**config.mk**
```make
export PLATFORM = sky130hd
export DESIGN_NAME = clk_div
export DESIGN_NICKNAME = d
export VERILOG_FILES = /design/src/rtl/crg_pkg.sv /design/src/rtl/clk_div_cnt.sv /design/src/rtl/clk_div.sv
export SDC_FILE = /design/constraint.sdc
export NUM_CORES = 1
export LEC_CHECK = 0
export BUFFER_PORTS_ARGS = -buffer_cell sky130_fd_sc_hd__buf_4
export CORE_AREA = 2 2 39 41
export CTS_CLUSTER_SIZE = 14
export DETAILED_ROUTE_END_ITERATION = 16
export DIE_AREA = 0 0 41 43
export GPL_TIMING_DRIVEN = 0
export PLACE_DENSITY = 0.76
export SETUP_SLACK_MARGIN = 0.1
export SLEW_MARGIN = 10
export SYNTH_ARGS = -nofsm -noshare
export SYNTH_HDL_FRONTEND = slang
export SYNTH_SLANG_ARGS = --single-unit
```
**constraint.sdc**
```tcl
create_clock -name clk_i -period 3.1 [get_ports clk_i]
set_clock_uncertainty 0.15 [all_clocks]
set_input_delay 0.155 -clock clk_i [delete_from_list [all_inputs] [get_ports clk_i]]
set_output_delay 0.155 -clock clk_i [all_outputs]
set_load 0.01 [all_outputs]
```
**src/rtl/crg_pkg.sv**
```systemverilog
// Shared CRG types, constants and helpers for the programmable clock dividers.
package crg_pkg;

  // Ratio-update state of a divider: free-running, or holding a ratio
  // until the next period boundary.
  typedef enum logic {
    RUN  = 1'b0,
    PEND = 1'b1
  } clk_div_state_e;

  // Smallest ratio that still produces a high and a low phase.
  localparam int CLK_DIV_MIN = 2;

  // Widest ratio field any CRG divider uses; callers widen and narrow around the helper.
  localparam int CRG_DIV_MAX_W = 16;

  // Clamp 0/1 up to the minimum ratio. When odd ratios are disabled, also clear
  // the LSB so the output keeps an exact 50% duty cycle. A clamped 2 stays 2.
  function automatic logic [CRG_DIV_MAX_W-1:0] crg_div_sanitize(
    input logic [CRG_DIV_MAX_W-1:0] ratio,
    input logic                     odd_en
  );
    logic [CRG_DIV_MAX_W-1:0] r;
    r = ratio;
    if (r < CRG_DIV_MAX_W'(CLK_DIV_MIN)) begin
      r = CRG_DIV_MAX_W'(CLK_DIV_MIN);
    end
    if (!odd_en) begin
      r[0] = 1'b0;
    end
    return r;
  endfunction

endpackage

```
**src/rtl/clk_div_cnt.sv**
```systemverilog
// Wrap counter for the clock divider: counts 0..term_i and returns to 0.
// Exposes the next count so the caller can register a glitch-free output
// from it, plus a combinational wrap flag (count currently at term_i).
module clk_div_cnt #(
  parameter int               WIDTH   = 4,
  parameter logic [WIDTH-1:0] RST_VAL = '0
) (
  input  logic             clk_i,
  input  logic             arst_i,
  input  logic [WIDTH-1:0] term_i,
  output logic [WIDTH-1:0] cnt_next_o,
  output logic             wrap_o
);

  logic [WIDTH-1:0] cnt_q;
  logic [WIDTH-1:0] cnt_d;
  logic             wrap;

  // Next count: wrap to 0 at the terminal value, otherwise increment.
  always_comb begin
    wrap  = (cnt_q == term_i);
    cnt_d = wrap ? '0 : cnt_q + WIDTH'(1);
  end

  // Count register; reset value is chosen by the parent so the first edge wraps.
  always_ff @(posedge clk_i or posedge arst_i) begin
    if (arst_i) begin
      cnt_q <= RST_VAL;
    end else begin
      cnt_q <= cnt_d;
    end
  end

  assign cnt_next_o = cnt_d;
  assign wrap_o     = wrap;

endmodule

```
**src/rtl/clk_div.sv**
```systemverilog
// Programmable integer clock divider with registered, glitch-free output.
// New ratios are accepted over a valid/ready handshake and applied only at a
// period boundary (counter wrap), so clk_o never shows a runt pulse.
// Build option: define CLK_DIV_ODD_EN to honour odd ratios (non-50% duty);
// otherwise accepted ratios are forced even.
module clk_div
  import crg_pkg::*;
#(
  parameter int DIV_WIDTH = 4,
  parameter int DIV_RST   = 2
) (
  input  logic                 clk_i,
  input  logic                 arst_i,
  input  logic [DIV_WIDTH-1:0] div_i,
  input  logic                 div_valid_i,
  output logic                 div_ready_o,
  output logic [DIV_WIDTH-1:0] cur_div_o,
  output logic                 clk_o
);

`ifdef CLK_DIV_ODD_EN
  localparam logic ODD_EN = 1'b1;
`else
  localparam logic ODD_EN = 1'b0;
`endif

  localparam logic [DIV_WIDTH-1:0] RST_RATIO = DIV_WIDTH'(DIV_RST);
  localparam logic [DIV_WIDTH-1:0] RST_CNT   = RST_RATIO - DIV_WIDTH'(1);

  clk_div_state_e       state_q, state_d;
  logic [DIV_WIDTH-1:0] pend_q, pend_d;
  logic [DIV_WIDTH-1:0] cur_q, cur_d;
  logic                 clk_q, clk_d;

  logic [DIV_WIDTH-1:0] div_clamped;
  logic [DIV_WIDTH-1:0] cnt_term;
  logic [DIV_WIDTH-1:0] cnt_next;
  logic                 cnt_wrap;

  assign div_clamped = DIV_WIDTH'(crg_div_sanitize(CRG_DIV_MAX_W'(div_i), ODD_EN));
  assign cnt_term    = cur_q - DIV_WIDTH'(1);

  clk_div_cnt #(
    .WIDTH   (DIV_WIDTH),
    .RST_VAL (RST_CNT)
  ) u_cnt (
    .clk_i      (clk_i),
    .arst_i     (arst_i),
    .term_i     (cnt_term),
    .cnt_next_o (cnt_next),
    .wrap_o     (cnt_wrap)
  );

  // Handshake FSM: capture a sanitised ratio in RUN, swap it in at the next wrap.
  // A wrap on the accepting edge still belongs to the old ratio, because the
  // swap is only considered once the FSM is already in PEND.
  always_comb begin
    state_d     = state_q;
    pend_d      = pend_q;
    cur_d       = cur_q;
    div_ready_o = 1'b0;
    case (state_q)
      RUN: begin
        div_ready_o = 1'b1;
        if (div_valid_i) begin
          pend_d  = div_clamped;
          state_d = PEND;
        end
      end
      PEND: begin
        if (cnt_wrap) begin
          cur_d   = pend_q;
          state_d = RUN;
        end
      end
      default: begin
        state_d = RUN;
      end
    endcase
  end

  // Output phase: high while the upcoming count is inside the high phase.
  // On a wrap the next count is 0, which is high for every legal ratio, so
  // using the current ratio here is equivalent to using the newly applied one.
  always_comb begin
    clk_d = (cnt_next < (cur_q >> 1));
  end

  // State, ratio and output registers; reset discards any pending ratio.
  always_ff @(posedge clk_i or posedge arst_i) begin
    if (arst_i) begin
      state_q <= RUN;
      pend_q  <= RST_RATIO;
      cur_q   <= RST_RATIO;
      clk_q   <= 1'b0;
    end else begin
      state_q <= state_d;
      pend_q  <= pend_d;
      cur_q   <= cur_d;
      clk_q   <= clk_d;
    end
  end

  assign cur_div_o = cur_q;
  assign clk_o     = clk_q;

endmodule
```
==> results.sh, run 1 <==
export IMPL_grt_overflow_total=0
export IMPL_syn_instance_count=52
export IMPL_vdd_drop_max_uv=538
export IMPL_io_buffers=10
export IMPL_path_clk_slew_ns=0.07
export IMPL_postCtsSetupBuffers=0
export IMPL_dr_first_iter_drc_count=4
export IMPL_path_class="reg2reg"
export IMPL_yosys_area_top_type="dfrtp_1"
export IMPL_drv_slew=0
export IMPL_setup_viol=0
export IMPL_ys_warn_count=0
export IMPL_io_pins=13
export IMPL_hold_class="in2async"
export IMPL_fp_row_count=14
export IMPL_gp_congestion=0.677
export IMPL_antenna_found_initial=0
export IMPL_ant_nets=0
export IMPL_arrival_ns=2.69
export IMPL_rsz0062_at_grt="no"
export IMPL_clock_path_buffers=2
export IMPL_maxCapViolCount=0
export IMPL_vias_per_cell=4.77
export IMPL_clock_sinks=12
export IMPL_ys_top_cells_by_area="dfrtp_1, dfstp_2, ha_1, mux2_1, inv_1"
export IMPL_yosys_area_top_type_share_pct=36.6
export IMPL_ys_types=21
export IMPL_holdWs_ns=0.290
export IMPL_synth_nets=63
export IMPL_root_buffer="clkbuf_4"
export IMPL_yosysMostFrequentCell="dfrtp_1"
export IMPL_routed_wl_um=1050
export IMPL_die_area_um2=1760
export IMPL_synth_common_cells="dfrtp_1, inv_1, nor2_1, ha_1"
export IMPL_cts_resized=0
export IMPL_p_leak_nw=0.391
export IMPL_antenna_cells=0
export IMPL_outcome="finished, final reports clean"
export IMPL_core_area_um2=1380
export IMPL_synthFlopType="dfrtp_1"
export IMPL_min_period_over_period_pct=84.6
export IMPL_die_w_um=41
export IMPL_cts_tree="done"
export IMPL_avgSynthCellArea_um2=11.8
export IMPL_grt_use_total_pct=17.3
export IMPL_htree_levels=1
export IMPL_hpwl_um=781
export IMPL_yosysSeqAreaShare_pct=49.4
export IMPL_fmax_ghz=0.381
export IMPL_n_fill_cell=134
export IMPL_async_flop_share_pct=100
export IMPL_fp_dieH_um=43
export IMPL_clk_latency_ns=0.27
export IMPL_areaGrowthSynthToFinish_pct=27.8
export IMPL_vias=415
export IMPL_cp_required_ns=3.17
export IMPL_min_period_ns=2.62
export IMPL_worst_setup_path_start_kind="register"
export IMPL_wl_per_cell_um=12.1
export IMPL_nets=83
export IMPL_drive_gt1_share_pct=29.6
export IMPL_numCtsBuffers=3
export IMPL_grt_max_degree=13
export IMPL_end_kind="register"
export IMPL_hold_viol=0
export IMPL_drc=0
export IMPL_ys_seq_elements=12
export IMPL_fin_setup_tns_ns=0
export IMPL_grt_pass1_wl_um=1970
export IMPL_critical_path_max_fanout=5
export IMPL_p_per_area_nw_per_um2=1110
export IMPL_synth_edff_count=0
export IMPL_start_util_pct=44.5
export IMPL_grt_pass1_vias=464
export IMPL_firstDrtPassIters=4
export IMPL_syn_area_um2=616
==> worst paths after layout <==
path | startpoint | end | slack [ns] | cells after the start
setup / recovery | cur_div_o[1] | clk_o | 0.48 | 9
hold / removal | arst_i | cur_div_o[2] | 0.29 | 3
setup reg to reg | cur_div_o[1] | clk_o | 0.48 | 9
hold reg to reg | pend_q[2] | cur_div_o[2] | 0.36 | 1
max in group asynchronous | arst_i | u_cnt.cnt_q[0] | 2.17 | 3
min in group clk_i | pend_q[2] | cur_div_o[2] | 0.36 | 1
==> where the power goes <==
| part | switching, mW | total, mW | internal [mW] |
|---|---|---|---|
| clock network | 0.0524 | 0.102 | 0.0499 |
| logic | 0.226 | 0.474 | 0.248 |
| registers | 0.0550 | 0.294 | 0.239 |
| total | 0.334 | 0.871 | 0.537 |
==> final cells by class <==
cell class	count	area, um^2	area share, %
Sequential cell	12	304	38.6
Timing Repair Buffer	15	125	15.9
Multi-Input combinational cell	32	278	35.3
Clock buffer	4	26.3	3.34
Buffer	1	7.51	0.954
Inverter	7	26.3	3.34
Tap cell	16	20.0	2.54
==> sequential cells by signal, indices dropped and copies added, names as in the netlist <==
signal	count
state_q	1
u_cnt.cnt_q	4
cur_div_o	3
clk_o	1
pend_q	3
==> kinds of logic after synthesis <==
logic type | synth area share, %
adders and majority gates | 8.13
buffers and inverters | 5.49
and+or+nand+nor | 13.2
AOI/OAI and AO/OA | 4.47
muxes | 9.15
other | 0.609
DFF | 49.4
xor gates and xnor gates | 9.55
==> per-layer routing <==
layer	up-vias	track usage [%]	share of wire (%)
li1	207	-	-
met1	191	19.5	40
met2	13	27.5	54
met3	4	4.71	4.0
met4	0	10.0	2.2
met5	-	0	0
==> critical path, cell delays in order, from the launching register on <==
cell and delay [ns]:
dfstp_2 0.58, inv_1 0.05, ha_1 0.29, xnor2_1 0.19, nor4_2 0.44, nor2b_1 0.12
ha_1 0.28, a21boi_0 0.11, o21ai_0 0.17, o211a_1 0.17
==> layout by cell type, fill, tap and decap left out, types with 2 or more instances in the layout <==
cell type	netlist	routed
nor2b_1	2	2
clkbuf_4	0	3
xnor2_1	3	3
inv_1	7	7
nor2_1	7	7
mux2_2	2	2
buf_4	1	11
dfstp_2	3	3
ha_1	4	4
dlygate4sd3_1	0	5
mux2_1	3	3
dfrtp_1	9	9
==> repair_timing <==
item	in CTS	in global routing
hold buffers	5	0
endpoints found under the setup margin	0	0
hold endpoints to repair	13	0
==> per-stage QoR <==
step | utilization, % | cells | power (mW) | instance area (um^2) | setup WS, ns
final | 56.9 | 87 | 0.871 | 787 | 0.478
after global routing | 56.9 | 87 | 0.967 | 787 | 0.245
after CTS | 56.9 | 87 | 0.886 | 787 | 0.440
after detailed placement | 51.4 | 78 | 0.771 | 711 | 0.462
after global placement | 51.4 | 78 | 0.751 | 711 | 0.504
after floorplan | - | 52 | 0.655 | 616 | 0.676
No activity file was read; power rests on OpenSTA's default activity.
==> run 2, diff against run 1 <==
Clock period 3.1 ns to 2.7 ns, I/O delays scaled along.
==> run 2 against run 1 <==
Utilization increased by 0.54 points. Fmax up 7.9%. Wire length up 0.38%.
==> results.sh, run 2 (synthesized netlist as in run 1, its figures left out) <==
export IMPL_drc=0
export IMPL_nets=84
export IMPL_hold_class="in2async"
export IMPL_crit_path_frequent_cell="ha_1"
export IMPL_hold_viol=0
export IMPL_reg2reg_to="clk_o"
export IMPL_crit_family="flip-flops"
export IMPL_antenna_cells=0
export IMPL_sequentialPowerShare_pct=32.9
export IMPL_combinationalPowerShare_pct=55.6
export IMPL_grt_pass1_wl_um=1970
export IMPL_path_clk_slew_ns=0.07
export IMPL_root_buffer="clkbuf_4"
export IMPL_cts_tree="done"
export IMPL_drive_gt1_share_pct=30.6
export IMPL_p_sw_mw=0.390
export IMPL_maxCapViolCount=0
export IMPL_fp_row_count=14
export IMPL_min_period_ns=2.43
export IMPL_start_util_pct=44.5
export IMPL_die_area_um2=1760
export IMPL_min_period_over_period_pct=90.0
export IMPL_dr_first_iter_drc_count=4
export IMPL_vdd_drop_max_uv=630
export IMPL_setup_viol=0
export IMPL_rsz0062_at_grt="no"
export IMPL_rr_worst_depth=9
export IMPL_routed_wl_um=1060
export IMPL_clock_path_buffers=2
export IMPL_met3_length_um=39
export IMPL_top_register="u_cnt.cnt_q"
export IMPL_pwr_share_clk_pct=11.5
export IMPL_htree_levels=1
export IMPL_cp_required_ns=2.72
export IMPL_critPathBufInv=1
export IMPL_grt_pass1_vias=467
export IMPL_p_leak_nw=0.397
export IMPL_fmax_ghz=0.412
export IMPL_drt_met1_wl_um=424
export IMPL_core_area_um2=1380
export IMPL_gp_congestion=0.677
export IMPL_holdWs_ns=0.268
export IMPL_wl_met2_um=566
export IMPL_outcome="finished, final reports clean"
export IMPL_r2r_setup_slack_ns=0.27
export IMPL_swShare_pct=38.0
export IMPL_io_pins=13
export IMPL_drv_slew=0
export IMPL_fp_dieH_um=43
export IMPL_slowest_delay_ns=0.58
export IMPL_wl_per_cell_um=12.0
export IMPL_largest_reg_flops=4
export IMPL_multi_input_area_um2=278
export IMPL_n_fill_cell=132
export IMPL_clock_sinks=12
export IMPL_grt_max_degree=13
export IMPL_fin_setup_tns_ns=0
export IMPL_top_layer="met4"
export IMPL_vias_per_cell=4.77
export IMPL_critical_path_max_fanout=5
export IMPL_vias=420
export IMPL_p_int_mw=0.637
export IMPL_antenna_found_initial=0
export IMPL_firstDrtPassIters=2
export IMPL_cpMaxStageDelayCell="dfstp_2"
export IMPL_hpwl_um=781
export IMPL_ant_nets=0
export IMPL_areaGrowthSynthToFinish_pct=29.1
export IMPL_numCtsBuffers=3
export IMPL_grt_overflow_total=0
export IMPL_grt_use_total_pct=17.3
export IMPL_die_w_um=41
export IMPL_final_common_cell="buf_4"
export IMPL_final_cell_mix="buf_4, dfrtp_1, inv_1, nor2_1, dlygate4sd3_1"
export IMPL_p_per_area_nw_per_um2=1290
export IMPL_end_kind="register"
export IMPL_path_class="reg2reg"
export IMPL_register_area_um2=304
export IMPL_arrival_ns=2.45
export IMPL_worst_setup_path_start_kind="register"
export IMPL_worstPathCellList="inv_1 > ha_1 > xnor2_1 > nor4_2 > nor2b_1 > ha_1 > a21boi_0 > o21ai_1 > o211a_1"
export IMPL_rr_startpoint="cur_div_o[1]"
export IMPL_io_buffers=10
export IMPL_clk_latency_ns=0.28
-- run 2: cell types whose count changed in the layout (fill, tap and decap cells not counted) --
cell     before  now
o21ai_0       1    0
buf_4        11   12
o21ai_1       0    1
-- run 2: area by class of cell --
type | count | area share (%)
repair buffers | 16 | 16.7
clock buffers | 4 | 3.31
well taps | 16 | 2.52
multi-input cells | 32 | 35.0
flip-flops and latches | 12 | 38.3
plain buffers | 1 | 0.945
inverters | 7 | 3.31
-- run 2: power by group through the flow --
stage	combinational, mW	clock, mW	sequential (mW)
finish	0.571	0.118	0.338
CTS	0.579	0.120	0.339
detailed placement	0.544	0	0.341
floorplan	0.413	0	0.339
global placement	0.525	0	0.337
global route	0.654	0.134	0.349
-- run 2: worst max-delay path by stage --
stage	depth (start not counted)	slack, ns	endpoint	from
after global placement	9	0.10	clk_o	cur_div_o[1]
after global routing	9	0.13	clk_o	cur_div_o[1]
after detailed placement	9	0.06	clk_o	cur_div_o[1]
after CTS	9	0.20	clk_o	cur_div_o[1]
final	9	0.27	clk_o	cur_div_o[1]
after floorplan	9	0.28	clk_o	cur_div_o[1]
-- run 2: repair_timing --
action | 4_1_cts | 5_1_grt
pin swaps | 1 | 1
cloned | 0 | 0
setup buffers | 1 | 0
endpoints found under the hold margin | 13 | 0
hold buffers | 5 | 0
resized for setup | 0 | 1
setup endpoints to repair | 1 | 1
-- run 2: worst reg2reg max path, cell delays in order (launching register included) --
cell and delay [ns]:
dfstp_2 0.58, inv_1 0.05, ha_1 0.29, xnor2_1 0.19
nor4_2 0.31, nor2b_1 0.10, ha_1 0.27, a21boi_0 0.17
o21ai_1 0.09, o211a_1 0.12
-- run 2: metal layers --
layer  vias to the layer above  global-route usage, %
met5                         -                      0
li1                        209                      -
met1                       197                   19.5
met3                         4                   4.71
met4                         0                   10.0
met2                        10                   27.5
-- run 2: metrics by stage --
step / worst slack (ns) / cells / total power [mW] / area (um^2) / util [%]
3_5_place_dp: 0.0621 / 78 / 0.886 / 711 / 51.4
3_3_place_gp: 0.104 / 78 / 0.862 / 711 / 51.4
4_1_cts: 0.199 / 88 / 1.04 / 795 / 57.4
6_report: 0.271 / 88 / 1.03 / 795 / 57.4
2_1_floorplan: 0.276 / 52 / 0.753 / 616 / -
5_1_grt: 0.134 / 88 / 1.14 / 795 / 57.4
==> run 3, diff against run 2 <==
Settings changed: HOLD_SLACK_MARGIN from default to 0.1.
Clock period 2.7 ns to 2.44 ns, I/O delays scaled along.
==> run 3 against run 2 <==
Largest cell class is now multi-input combinational cells. Critical endpoint unchanged. Non-clock buffer count rose by 3. Largest power group unchanged. First-iteration DRC count did not move. Setup slack got worse by 0.13 ns. Fmax rose by 5.5%.
==> results.sh, run 3 (synthesized netlist as in run 1, its figures left out) <==
export IMPL_outcome="finished, final reports clean"
export IMPL_ant_nets=0
export IMPL_start_util_pct=44.5
export IMPL_numCtsBuffers=3
export IMPL_r2r_setup_slack_ns=0.14
export IMPL_swShare_pct=36.5
export IMPL_io_buffers=10
export IMPL_pwr_share_clk_pct=11.5
export IMPL_p_int_mw=0.843
export IMPL_min_period_over_period_pct=94.4
export IMPL_holdWs_ns=0.268
export IMPL_die_area_um2=1760
export IMPL_end_kind="register"
export IMPL_drc=0
export IMPL_fin_util_pct=62.1
export IMPL_drv_slew=0
export IMPL_grt_use_total_pct=16.9
export IMPL_largest_reg_flops=4
export IMPL_preCtsSetupSlack_ns=-0.0765
export IMPL_rr_worst_depth=9
export IMPL_root_buffer="clkbuf_4"
export IMPL_combinationalPowerShare_pct=60.4
export IMPL_path_class="reg2reg"
export IMPL_antenna_cells=0
export IMPL_fp_row_count=14
export IMPL_vias_per_cell=4.73
export IMPL_rr_startpoint="cur_div_o[1]"
export IMPL_p_leak_nw=0.424
export IMPL_sequentialPowerShare_pct=28.1
export IMPL_fin_area_um2=860
export IMPL_fmax_ghz=0.434
export IMPL_grt_pass1_wl_um=1900
export IMPL_p_per_area_nw_per_um2=1540
export IMPL_io_pins=13
export IMPL_p_sw_mw=0.484
export IMPL_setup_viol=0
export IMPL_worst_setup_path_start_kind="register"
export IMPL_grt_max_degree=13
export IMPL_core_area_um2=1380
export IMPL_n_fill_cell=114
export IMPL_grt_pass1_vias=445
export IMPL_top_register="u_cnt.cnt_q"
export IMPL_placed_area_um2=731
export IMPL_rsz0062_at_grt="yes"
export IMPL_die_w_um=41
export IMPL_clk_latency_ns=0.26
export IMPL_grt_overflow_total=0
export IMPL_drive_gt1_share_pct=41.3
export IMPL_antenna_found_initial=0
export IMPL_areaGrowthSynthToFinish_pct=39.6
export IMPL_hold_class="in2async"
export IMPL_path_clk_slew_ns=0.07
export IMPL_fin_ws_ns=0.137
export IMPL_firstDrtPassIters=4
export IMPL_critical_path_max_fanout=4
export IMPL_maxCapViolCount=0
export IMPL_hold_viol=0
export IMPL_clock_path_buffers=2
export IMPL_min_period_ns=2.30
export IMPL_routed_wl_um=1070
export IMPL_cp_required_ns=2.50
export IMPL_vias=430
export IMPL_arrival_ns=2.36
export IMPL_dr_first_iter_drc_count=4
export IMPL_final_cell_mix="buf_4, dfrtp_1, nor2_1"
export IMPL_final_common_cell="buf_4"
export IMPL_cts_tree="done"
export IMPL_wl_per_cell_um=11.7
export IMPL_htree_levels=1
export IMPL_vdd_drop_max_uv=768
export IMPL_gp_congestion=0.775
export IMPL_fp_dieH_um=43
export IMPL_clock_sinks=12
export IMPL_reg2reg_to="clk_o"
export IMPL_nets=87
==> run 3: power by group through the flow <==
stage / sequential, mW / combinational, mW / clock (mW)
6_report: 0.373 / 0.801 / 0.153
5_1_grt: 0.388 / 0.881 / 0.168
4_1_cts: 0.377 / 0.734 / 0.159
3_5_place_dp: 0.381 / 0.668 / 0
3_3_place_gp: 0.377 / 0.634 / 0
2_1_floorplan: 0.380 / 0.507 / 0
==> run 3: worst max-delay path, cell delays in order (launching register included) <==
cell      delay, ns
dfstp_2        0.57
inv_2          0.05
ha_4           0.15
xor3_2         0.26
nor4_4         0.29
nor2b_2        0.08
ha_1           0.26
a21boi_1       0.12
o21ai_1        0.13
o211a_1        0.16
==> run 3: layout make-up <==
cell class / count / area (um^2) / area share (%)
multi-input cells: 32 / 310 / 36.1
flip-flops and latches: 12 / 304 / 35.4
repair buffers: 19 / 155 / 18.0
clock buffers: 4 / 36.3 / 4.22
inverters: 7 / 26.3 / 3.06
well taps: 16 / 20.0 / 2.33
plain buffers: 1 / 7.51 / 0.873
==> run 3: worst max path at each step <==
stage	depth (start not counted)	to	slack, ns	from
2_1_floorplan	9	clk_o	0.12	cur_div_o[1]
3_5_place_dp	9	clk_o	-0.08	cur_div_o[1]
3_3_place_gp	9	clk_o	-0.01	cur_div_o[1]
6_report	9	clk_o	0.14	cur_div_o[1]
5_1_grt	9	clk_o	0.03	cur_div_o[1]
4_1_cts	9	clk_o	0.11	cur_div_o[1]
==> run 3: metal layers <==
layer	global-route usage (%)	up-vias	wire length [um]
met1	19.3	206	428
met5	0	-	0
li1	-	215	-
met2	27.5	7	604
met4	8.00	0	11
met3	4.71	2	23
==> run 3: what timing repair did <==
action / CTS / global route
buffers inserted: 1 / 3
hold endpoints to repair: 16 / 0
setup endpoints to repair: 1 / 1
pin swaps: 1 / 2
hold buffers: 5 / 0
gates resized for setup: 1 / 2
==> run 3: through the flow <==
| stage | instances | setup TNS (ns) | total power, mW |
|---|---|---|---|
| floorplan | 52 | 0 | 0.887 |
| global placement | 78 | -0.0132 | 1.01 |
| detailed placement | 78 | -0.0765 | 1.05 |
| CTS | 88 | 0 | 1.27 |
| global route | 91 | 0 | 1.44 |
| finish | 91 | 0 | 1.33 |
